==> config.mk <==
export PLATFORM = sky130hd
export DESIGN_NAME = sample_frame_ctrl
export DESIGN_NICKNAME = d
export VERILOG_FILES = /design/src/rtl/sample_frame_ctrl.sv
export SDC_FILE = /design/constraint.sdc
export NUM_CORES = 1
export LEC_CHECK = 0
export CAP_MARGIN = 10
export CORE_ASPECT_RATIO = 0.75
export CORE_MARGIN = 5
export CORE_UTILIZATION = 43
export DETAILED_ROUTE_END_ITERATION = 6
export GPL_TIMING_DRIVEN = 0
export HOLD_SLACK_MARGIN = 0.15
export PLACE_DENSITY = 0.84
export SKIP_LAST_GASP = 1
export SYNTH_ARGS = -nofsm -noshare
export SYNTH_HDL_FRONTEND = slang
export SYNTH_SLANG_ARGS = --single-unit
==> constraint.sdc <==
create_clock -name clk -period 3.28 [get_ports clk]
set_input_delay 0.656 -clock clk [delete_from_list [all_inputs] [get_ports clk]]
set_output_delay 0.656 -clock clk [all_outputs]
set_load 0.01 [all_outputs]
==> src/rtl/sample_frame_ctrl.sv <==
// Ping-pong frame controller: one single-port sample RAM shared by the sample writer and the frame reader.
// Optional decimation of the incoming stream is compiled in with SAMPLE_DECIM_EN.
module sample_frame_ctrl #(
    parameter int FRAME_LOG2 = 6,
    parameter int DECIM      = 4
) (
    input  logic                  clk,
    input  logic                  rst,
    input  logic [15:0]           sample_in,
    input  logic                  sample_valid,
    input  logic                  rd_req,
    input  logic [FRAME_LOG2-1:0] rd_idx,
    output logic                  rd_gnt,
    output logic [15:0]           rd_data,
    output logic                  rd_valid,
    input  logic                  frame_done,
    output logic                  frame_ready,
    output logic                  frame_avail,
    output logic                  overrun,
    output logic [7:0]            drop_cnt,
    output logic                  mem_en,
    output logic                  mem_we,
    output logic [FRAME_LOG2:0]   mem_addr,
    output logic [15:0]           mem_wdata,
    input  logic [15:0]           mem_rdata
);

    function automatic logic [7:0] sat_inc8(input logic [7:0] v);
        return (v == 8'hFF) ? v : v + 8'd1;
    endfunction

    logic                  wr_bank;
    logic                  rd_bank;
    logic [FRAME_LOG2-1:0] wr_ptr;
    logic                  accept;
    logic                  complete;
    logic                  swap;
    logic                  vld_p1;

`ifdef SAMPLE_DECIM_EN
    localparam int DW = (DECIM > 1) ? $clog2(DECIM) : 1;
    logic [DW-1:0] dec_cnt;

    // Every strobe advances the phase; only phase 0 reaches the memory.
    always_ff @(posedge clk) begin
        if (rst) begin
            dec_cnt <= '0;
        end else if (sample_valid) begin
            dec_cnt <= (dec_cnt == DW'(DECIM - 1)) ? '0 : dec_cnt + 1'b1;
        end
    end

    assign accept = sample_valid && (dec_cnt == '0);
`else
    // DECIM only matters with decimation compiled in.
    logic unused_decim;
    assign unused_decim = ^DECIM;
    assign accept       = sample_valid;
`endif

    assign complete = accept && (wr_ptr == '1);
    // A done coinciding with completion frees the read bank first, so the new frame swaps in.
    assign swap     = complete && (!frame_avail || frame_done);
    assign rd_gnt   = rd_req && frame_avail && !accept && !frame_done;
    assign rd_data  = rd_valid ? mem_rdata : '0;

    always_ff @(posedge clk) begin
        if (rst) begin
            wr_bank     <= 1'b0;
            rd_bank     <= 1'b1;
            wr_ptr      <= '0;
            frame_avail <= 1'b0;
            frame_ready <= 1'b0;
            overrun     <= 1'b0;
            drop_cnt    <= '0;
            mem_en      <= 1'b0;
            mem_we      <= 1'b0;
            mem_addr    <= '0;
            mem_wdata   <= '0;
            vld_p1      <= 1'b0;
            rd_valid    <= 1'b0;
        end else begin
            // stage p1: registered memory command
            if (accept) begin
                mem_en    <= 1'b1;
                mem_we    <= 1'b1;
                mem_addr  <= {wr_bank, wr_ptr};
                mem_wdata <= sample_in;
                wr_ptr    <= wr_ptr + 1'b1;
            end else if (rd_gnt) begin
                mem_en   <= 1'b1;
                mem_we   <= 1'b0;
                mem_addr <= {rd_bank, rd_idx};
            end else begin
                mem_en <= 1'b0;
                mem_we <= 1'b0;
            end
            vld_p1 <= rd_gnt;

            // stage p2: RAM output valid
            rd_valid <= vld_p1;

            frame_ready <= swap;
            if (swap) begin
                wr_bank     <= ~wr_bank;
                rd_bank     <= wr_bank;
                frame_avail <= 1'b1;
            end else begin
                if (frame_done) begin
                    frame_avail <= 1'b0;
                end
                // Reader still owns its bank: the finished write bank is simply refilled.
                if (complete) begin
                    overrun  <= 1'b1;
                    drop_cnt <= sat_inc8(drop_cnt);
                end
            end
        end
    end

endmodule

==> impl_metrics.env, run 1 <==
export IMPL_status="complete, no violations"
export IMPL_synth_compound_area_share_pct=8.30
export IMPL_p_total_mw=1.12
export IMPL_grt_pass1_wl_mm=7.51
export IMPL_synth_adder_area_share_pct=1.30
export IMPL_syn_area_um2=1930
export IMPL_fin_skew_ps=5.14
export IMPL_die_w_um=87.3
export IMPL_placementRows=21
export IMPL_synth_top_cells_by_count="46 x dfxtp_1, 36 x nor2_1, 24 x mux2i_1, 16 x and2_1, 7 x a211oi_1"
export IMPL_critical_path_class="input pin to output port"
export IMPL_pwr_share_seq_pct=52.3
export IMPL_fp_dieH_um=68.0
export IMPL_worstHoldStart="vld_p1$_SDFF_PP0_"
export IMPL_antenna_cells=0
export IMPL_slew_limit_headroom_pct=66.4
export IMPL_stdcell_area_um2=3060
export IMPL_track_usage_pct=15.7
export IMPL_clockBufferDepth=2
export IMPL_p_clk_share_pct=34.7
export IMPL_placed_cell_area_um2=2950
export IMPL_p_comb_share_pct=12.9
export IMPL_start_kind="input pin"
export IMPL_rsz0062_at_grt="no"
export IMPL_syn2layout_area_growth_pct=58.7
export IMPL_cts_resized=0
export IMPL_p_sw_share_pct=21.4
export IMPL_synth_top_family_by_area="simple AND/OR/NAND/NOR gates"
export IMPL_synth_top_area_share_pct=47.7
export IMPL_ys_warn_count=0
export IMPL_vias_per_cell=4.86
export IMPL_post_synth_top_count_cell="dfxtp_1"
export IMPL_cts_root_buf="clkbuf_8"
export IMPL_cpPeakStageDelay_ps=540
export IMPL_start_util_pct=43.7
export IMPL_clk_pin_slew_worst_paths_ps=80
export IMPL_crit_chain="clkdlybuf4s50_1 -> nand3b_1 -> buf_2 -> nor2_1 -> clkdlybuf4s50_1"
export IMPL_synthSimpleGateAreaFrac_pct=24.0
export IMPL_drc_errors=0
export IMPL_clkSinkCount=46
export IMPL_vdd_drop_max_mv=0.294
export IMPL_fin_hold_ws_ps=444
export IMPL_yosys_area_share_xor_xnor_pct=2.72
export IMPL_grt_antenna_before_repair=0
export IMPL_io_buffers=95
export IMPL_first_pass_iters=4
export IMPL_dp_hpwl_mm=3.76
export IMPL_synthesis_nets=245
export IMPL_wl_per_cell_um=13.3
export IMPL_cts_setup_buffers=0
export IMPL_hold_depth=1
export IMPL_r2r_start="wr_ptr[0]$_SDFFE_PP0P_"
export IMPL_htree_levels=2
export IMPL_finalWirelength_mm=4.79
export IMPL_yosys_most_used_dff="dfxtp_1"
export IMPL_synthMuxAreaShare_pct=13.0
export IMPL_final_min_clock_period_ps=2740
export IMPL_yosysSeqAreaShare_pct=47.7
export IMPL_synth_edff_count=0
export IMPL_period_share_pct=83.6
export IMPL_setup_violations_final=0
export IMPL_cpMostUsedCell="clkdlybuf4s50_1"
export IMPL_critPathSlowestCell="clkdlybuf4s50_1"
export IMPL_insertion_delay_ps=290
export IMPL_hold_class="register to register"
export IMPL_async_reset_ff_share_pct=0
export IMPL_drive_above_1_share_pct=5.94
export IMPL_design_core_area_um2=4410
export IMPL_cp_startpoint="frame_done"
export IMPL_worstMarginPinSlew_ps=503
export IMPL_die_area_um2=5940
export IMPL_cts_tree="built"
export IMPL_nets=347
export IMPL_io_pin_count=97
export IMPL_path_max_fanout=10
export IMPL_dpl_worst_slack_ps=531
export IMPL_fmax_ghz=0.364
export IMPL_power_density_nw_per_um2=367
export IMPL_overflow=0
export IMPL_p_sw_mw=0.241
export IMPL_cts_hold_fix_buffers=0
export IMPL_synth_area_leaders="dfxtp_1 48%, mux2i_1 12%, nor2_1 7.0%, and2_1 5.2%, a211oi_1 2.7%"
export IMPL_hold_viol_final=0
export IMPL_grt_pass1_vias=1644
export IMPL_vias=1749
export IMPL_fin_tns_setup_ps=0
export IMPL_avgSynthCellArea_um2=9.65
export IMPL_grt_max_degree=14
export IMPL_setup_ws_ps=536
export IMPL_synth_seq_cells=46
export IMPL_slew_viol_final=0
export IMPL_cts_made_buffers=5
export IMPL_drtAntennaViolNets=0
export IMPL_p_int_mw=0.883
export IMPL_required_ps=2620
export IMPL_rr_worst_depth=5
export IMPL_maxCapViolations=0
export IMPL_p_leak_nw=1.23
export IMPL_gp_congestion=0.753
export IMPL_fillers=368
export IMPL_synth_distinct_cells=37
export IMPL_synth_cells=200
export IMPL_end_kind="output port"
export IMPL_worstPathArrival_ps=2090
export IMPL_synth_largest_area_cell="dfxtp_1"
export IMPL_drt_iter0_drc=136
-- worst paths after layout --
kind                     endpoint  slack [ps]
max                        rd_gnt         540
min reg2reg   rd_valid$_SDFF_PP0_         440
max reg2reg  rd_bank$_SDFFE_PP1P_        1590
min           rd_valid$_SDFF_PP0_         440
-- sequential cells by signal (all words and copies together) (netlist names), 6 cells and up --
register   count
drop_cnt       8
wr_ptr         6
mem_wdata     16
mem_addr       7
-- power by group through the flow --
stage	logic (mW)	registers [mW]	clock network [mW]
after floorplan	0.0457	0.609	0
after global placement	0.145	0.601	0
after detailed placement	0.147	0.601	0
after CTS	0.148	0.588	0.403
after global routing	0.158	0.592	0.430
final	0.145	0.588	0.390
-- logic make-up (layout without fill, tap and decap cells) --
logic type               count (synthesis)  in the layout
adder cells (fa/ha/maj)                  2              2
buffers and inverters                   13            116
AND/OR/NAND/NOR                         86             86
AO/OA/AOI/OAI                           22             22
multiplexers                            25             25
XOR/XNOR                                 6              6
flip-flops                              46             46
-- worst max-delay path: cells and delay by family --
family                 cells  cell delay [ps]
buffers and inverters      3             1170
and+or+nand+nor            2              260
-- layout make-up --
cell class,count,area (um^2),area share (%)
clock buffer,8,110,3.60
timing repair buffer,95,951,31.1
inverter,2,7.51,0.245
buffer,11,48.8,1.59
sequential,46,921,30.1
tap,57,71.3,2.33
multi-input combinational,141,952,31.1
-- metrics by stage --
| stage | cells | util [%] |
|---|---|---|
| after global placement | 352 | 66.9 |
| after floorplan | 200 | - |
| after detailed placement | 352 | 66.9 |
| final | 360 | 69.4 |
| after CTS | 360 | 69.4 |
| after global routing | 360 | 69.4 |
-- layout by cell type, fill, tap and decap left out, types with 3 or more instances in the layout --
master / n
nor3_1: 3
nand4_1: 4
a21oi_1: 5
clkbuf_8: 8
and2_1: 16
xnor2_1: 3
a211oi_1: 7
clkbuf_1: 4
nor2_1: 36
buf_1: 3
xor2_1: 3
clkdlybuf4s50_1: 95
o21ai_0: 4
dfxtp_1: 46
mux2i_1: 24
buf_2: 3
nand2_1: 6
nand3_1: 3
nor2b_1: 4
-- layer usage --
metal / vias up / global-route usage, % / share of wire [%]
li1: 894 / - / -
met1: 784 / 19.0 / 44
met2: 71 / 26.7 / 43
met3: 0 / 6.86 / 13
met4: 0 / 2.30 / 0
met5: - / 0 / 0
(Power assumes the default switching activity.)
==> run 2, diff against run 1 <==
--- a/config.mk
+++ b/config.mk
@@ -8,11 +8,11 @@
 export CAP_MARGIN = 10
 export CORE_ASPECT_RATIO = 0.75
 export CORE_MARGIN = 5
-export CORE_UTILIZATION = 43
+export CORE_UTILIZATION = 36
 export DETAILED_ROUTE_END_ITERATION = 6
 export GPL_TIMING_DRIVEN = 0
 export HOLD_SLACK_MARGIN = 0.15
-export PLACE_DENSITY = 0.84
+export PLACE_DENSITY = 0.75
 export SKIP_LAST_GASP = 1
 export SYNTH_ARGS = -nofsm -noshare
 export SYNTH_HDL_FRONTEND = slang
==> constraint.sdc (replaced) <==
create_clock -name clk -period 2.5 [get_ports clk]
set_input_delay 0.5 -clock clk [delete_from_list [all_inputs] [get_ports clk]]
set_output_delay 0.5 -clock clk [all_outputs]
set_load 0.01 [all_outputs]
==> run 2 against run 1 <==
Via count is 0.40% higher. Worst hold slack better by 10 ps. Routed wire length is 4.9% higher. Final area is 0.82% higher. Sequential power is 31% higher. Power is 35% higher. Global-route usage is 1.3 points lower. Critical path type unchanged. First-iteration DRC count is 47% lower. Clock power is 42% higher. Flip-flop and latch count stayed put. Sequential share of layout area is 0.24 points lower. Die area is 17% higher.
==> impl_metrics.env, run 2 (same netlist as run 1, synthesis figures left out) <==
export IMPL_slew_limit_headroom_pct=67.6
export IMPL_io_pin_count=97
export IMPL_drtAntennaViolNets=0
export IMPL_largest_reg_flops=16
export IMPL_fp_dieH_um=73.4
export IMPL_path_max_fanout=10
export IMPL_p_sw_mw=0.339
export IMPL_fillers=480
export IMPL_cts_made_buffers=5
export IMPL_grt_antenna_before_repair=0
export IMPL_fmax_ghz=0.411
export IMPL_cts_setup_buffers=0
export IMPL_end_kind="output port"
export IMPL_ff2ff_setup_slack_ps=830
export IMPL_slew_viol_final=0
export IMPL_antenna_cells=0
export IMPL_die_w_um=94.5
export IMPL_gp_congestion=0.722
export IMPL_cts_hold_fix_buffers=0
export IMPL_start_kind="input pin"
export IMPL_vias_per_cell=4.65
export IMPL_layout_commonest_cell="clkdlybuf4s50_1"
export IMPL_clkSinkCount=46
export IMPL_cts_tree="built"
export IMPL_final_min_clock_period_ps=2430
export IMPL_vdd_drop_max_mv=0.246
export IMPL_placed_cell_area_um2=2970
export IMPL_htree_levels=2
export IMPL_nets=347
export IMPL_p_comb_share_pct=12.7
export IMPL_required_ps=2000
export IMPL_worstPathArrival_ps=1930
export IMPL_p_sw_share_pct=22.4
export IMPL_grt_pass1_wl_mm=7.98
export IMPL_rsz0062_at_grt="no"
export IMPL_overflow=0
export IMPL_dpl_worst_slack_ps=60.6
export IMPL_drc_errors=0
export IMPL_pwr_share_seq_pct=50.8
export IMPL_regMostFlops="mem_wdata"
export IMPL_regArea_um2=921
export IMPL_cpMostUsedCell="clkdlybuf4s50_1"
export IMPL_rr_worst_depth=5
export IMPL_period_share_pct=97.4
export IMPL_grt_pass1_vias=1697
export IMPL_crit_chain="clkdlybuf4s50_1 -> nand3b_1 -> buf_2 -> nor2_1 -> clkdlybuf4s50_1"
export IMPL_worstMarginPinSlew_ps=485
export IMPL_setup_ws_ps=65.2
export IMPL_critPathSlowestCell="clkdlybuf4s50_1"
export IMPL_cts_root_buf="clkbuf_8"
export IMPL_place_inst=370
export IMPL_drt_iter0_drc=72
export IMPL_wl_per_cell_um=13.3
export IMPL_p_int_mw=1.18
export IMPL_fin_tns_setup_ps=0
export IMPL_first_pass_iters=4
export IMPL_p_leak_nw=1.23
export IMPL_start_util_pct=36.6
export IMPL_multi_input_area_um2=952
export IMPL_crit_cells=5
export IMPL_drive_above_1_share_pct=5.94
export IMPL_layout_common_cells="95 x clkdlybuf4s50_1, 46 x dfxtp_1, 36 x nor2_1"
export IMPL_die_area_um2=6940
export IMPL_hold_class="register to register"
export IMPL_syn2layout_area_growth_pct=60.0
export IMPL_clockBufferDepth=2
export IMPL_setup_violations_final=0
export IMPL_cpPeakStageDelay_ps=540
export IMPL_placementRows=23
export IMPL_hold_viol_final=0
export IMPL_insertion_delay_ps=290
export IMPL_finalWirelength_mm=5.03
export IMPL_cp_top_family="buffers and inverters"
export IMPL_path_buf_inv=3
export IMPL_final_cells=378
export IMPL_fin_skew_ps=7.63
export IMPL_power_density_nw_per_um2=492
export IMPL_stdcell_area_um2=3090
export IMPL_dp_hpwl_mm=3.92
export IMPL_maxCapViolations=0
export IMPL_critical_path_class="input pin to output port"
export IMPL_design_core_area_um2=5270
export IMPL_status="complete, no violations"
export IMPL_largest_registers="mem_wdata (16), drop_cnt (8), mem_addr (7)"
export IMPL_track_usage_pct=14.4
export IMPL_clk_pin_slew_worst_paths_ps=90
export IMPL_hold_depth=1
export IMPL_grt_max_degree=16
export IMPL_vias=1756
export IMPL_io_buffers=95
export IMPL_cts_resized=0
export IMPL_p_clk_share_pct=36.5
run 2: changes by cell type in the layout (fill, tap and decap cells not counted), sizes merged:
| cell | change |
|---|---|
| clkbuf | -3 |
| bufinv | +1 |
| clkinv | +1 |
| inv | +1 |
run 2: layout make-up:
cell class              count  share of cell area, %
plain buffers              11                   1.58
clock buffers               5                   2.23
clock inverters             3                   1.42
inverters                   2                  0.243
multi-input cells         141                   30.8
flip-flops and latches     46                   29.8
well taps                  75                   3.04
repair buffers             95                   30.8
run 2: routing by layer:
| metal | routed length [um] | up-vias | GRT usage (%) |
|---|---|---|---|
| met1 | 2220 | 792 | 17.4 |
| met5 | 0 | - | 0 |
| met3 | 610 | 2 | 6.86 |
| li1 | - | 892 | - |
| met2 | 2180 | 70 | 24.0 |
| met4 | 12 | 0 | 2.40 |
run 2: worst paths after layout:
check	startpoint	to
setup / recovery	frame_done	rd_gnt
hold reg to reg	vld_p1$_SDFF_PP0_	rd_valid$_SDFF_PP0_
hold / removal	vld_p1$_SDFF_PP0_	rd_valid$_SDFF_PP0_
setup reg to reg	wr_ptr[0]$_SDFFE_PP0P_	rd_bank$_SDFFE_PP1P_
run 2: per-stage QoR:
| step | util, % | power (mW) | hold slack (ps) |
|---|---|---|---|
| after floorplan | - | 0.859 | 414 |
| after global placement | 56.5 | 0.980 | 424 |
| after detailed placement | 56.5 | 0.982 | 445 |
| after CTS | 58.6 | 1.54 | 458 |
| after global routing | 58.6 | 1.59 | 480 |
| final | 58.6 | 1.52 | 454 |
run 2: power by group through the flow:
| stage | sequential (mW) | combinational, mW | clock, mW |
|---|---|---|---|
| global route | 0.776 | 0.208 | 0.601 |
| floorplan | 0.799 | 0.0599 | 0 |
| finish | 0.771 | 0.192 | 0.555 |
| CTS | 0.772 | 0.195 | 0.569 |
| global placement | 0.788 | 0.192 | 0 |
| detailed placement | 0.789 | 0.193 | 0 |
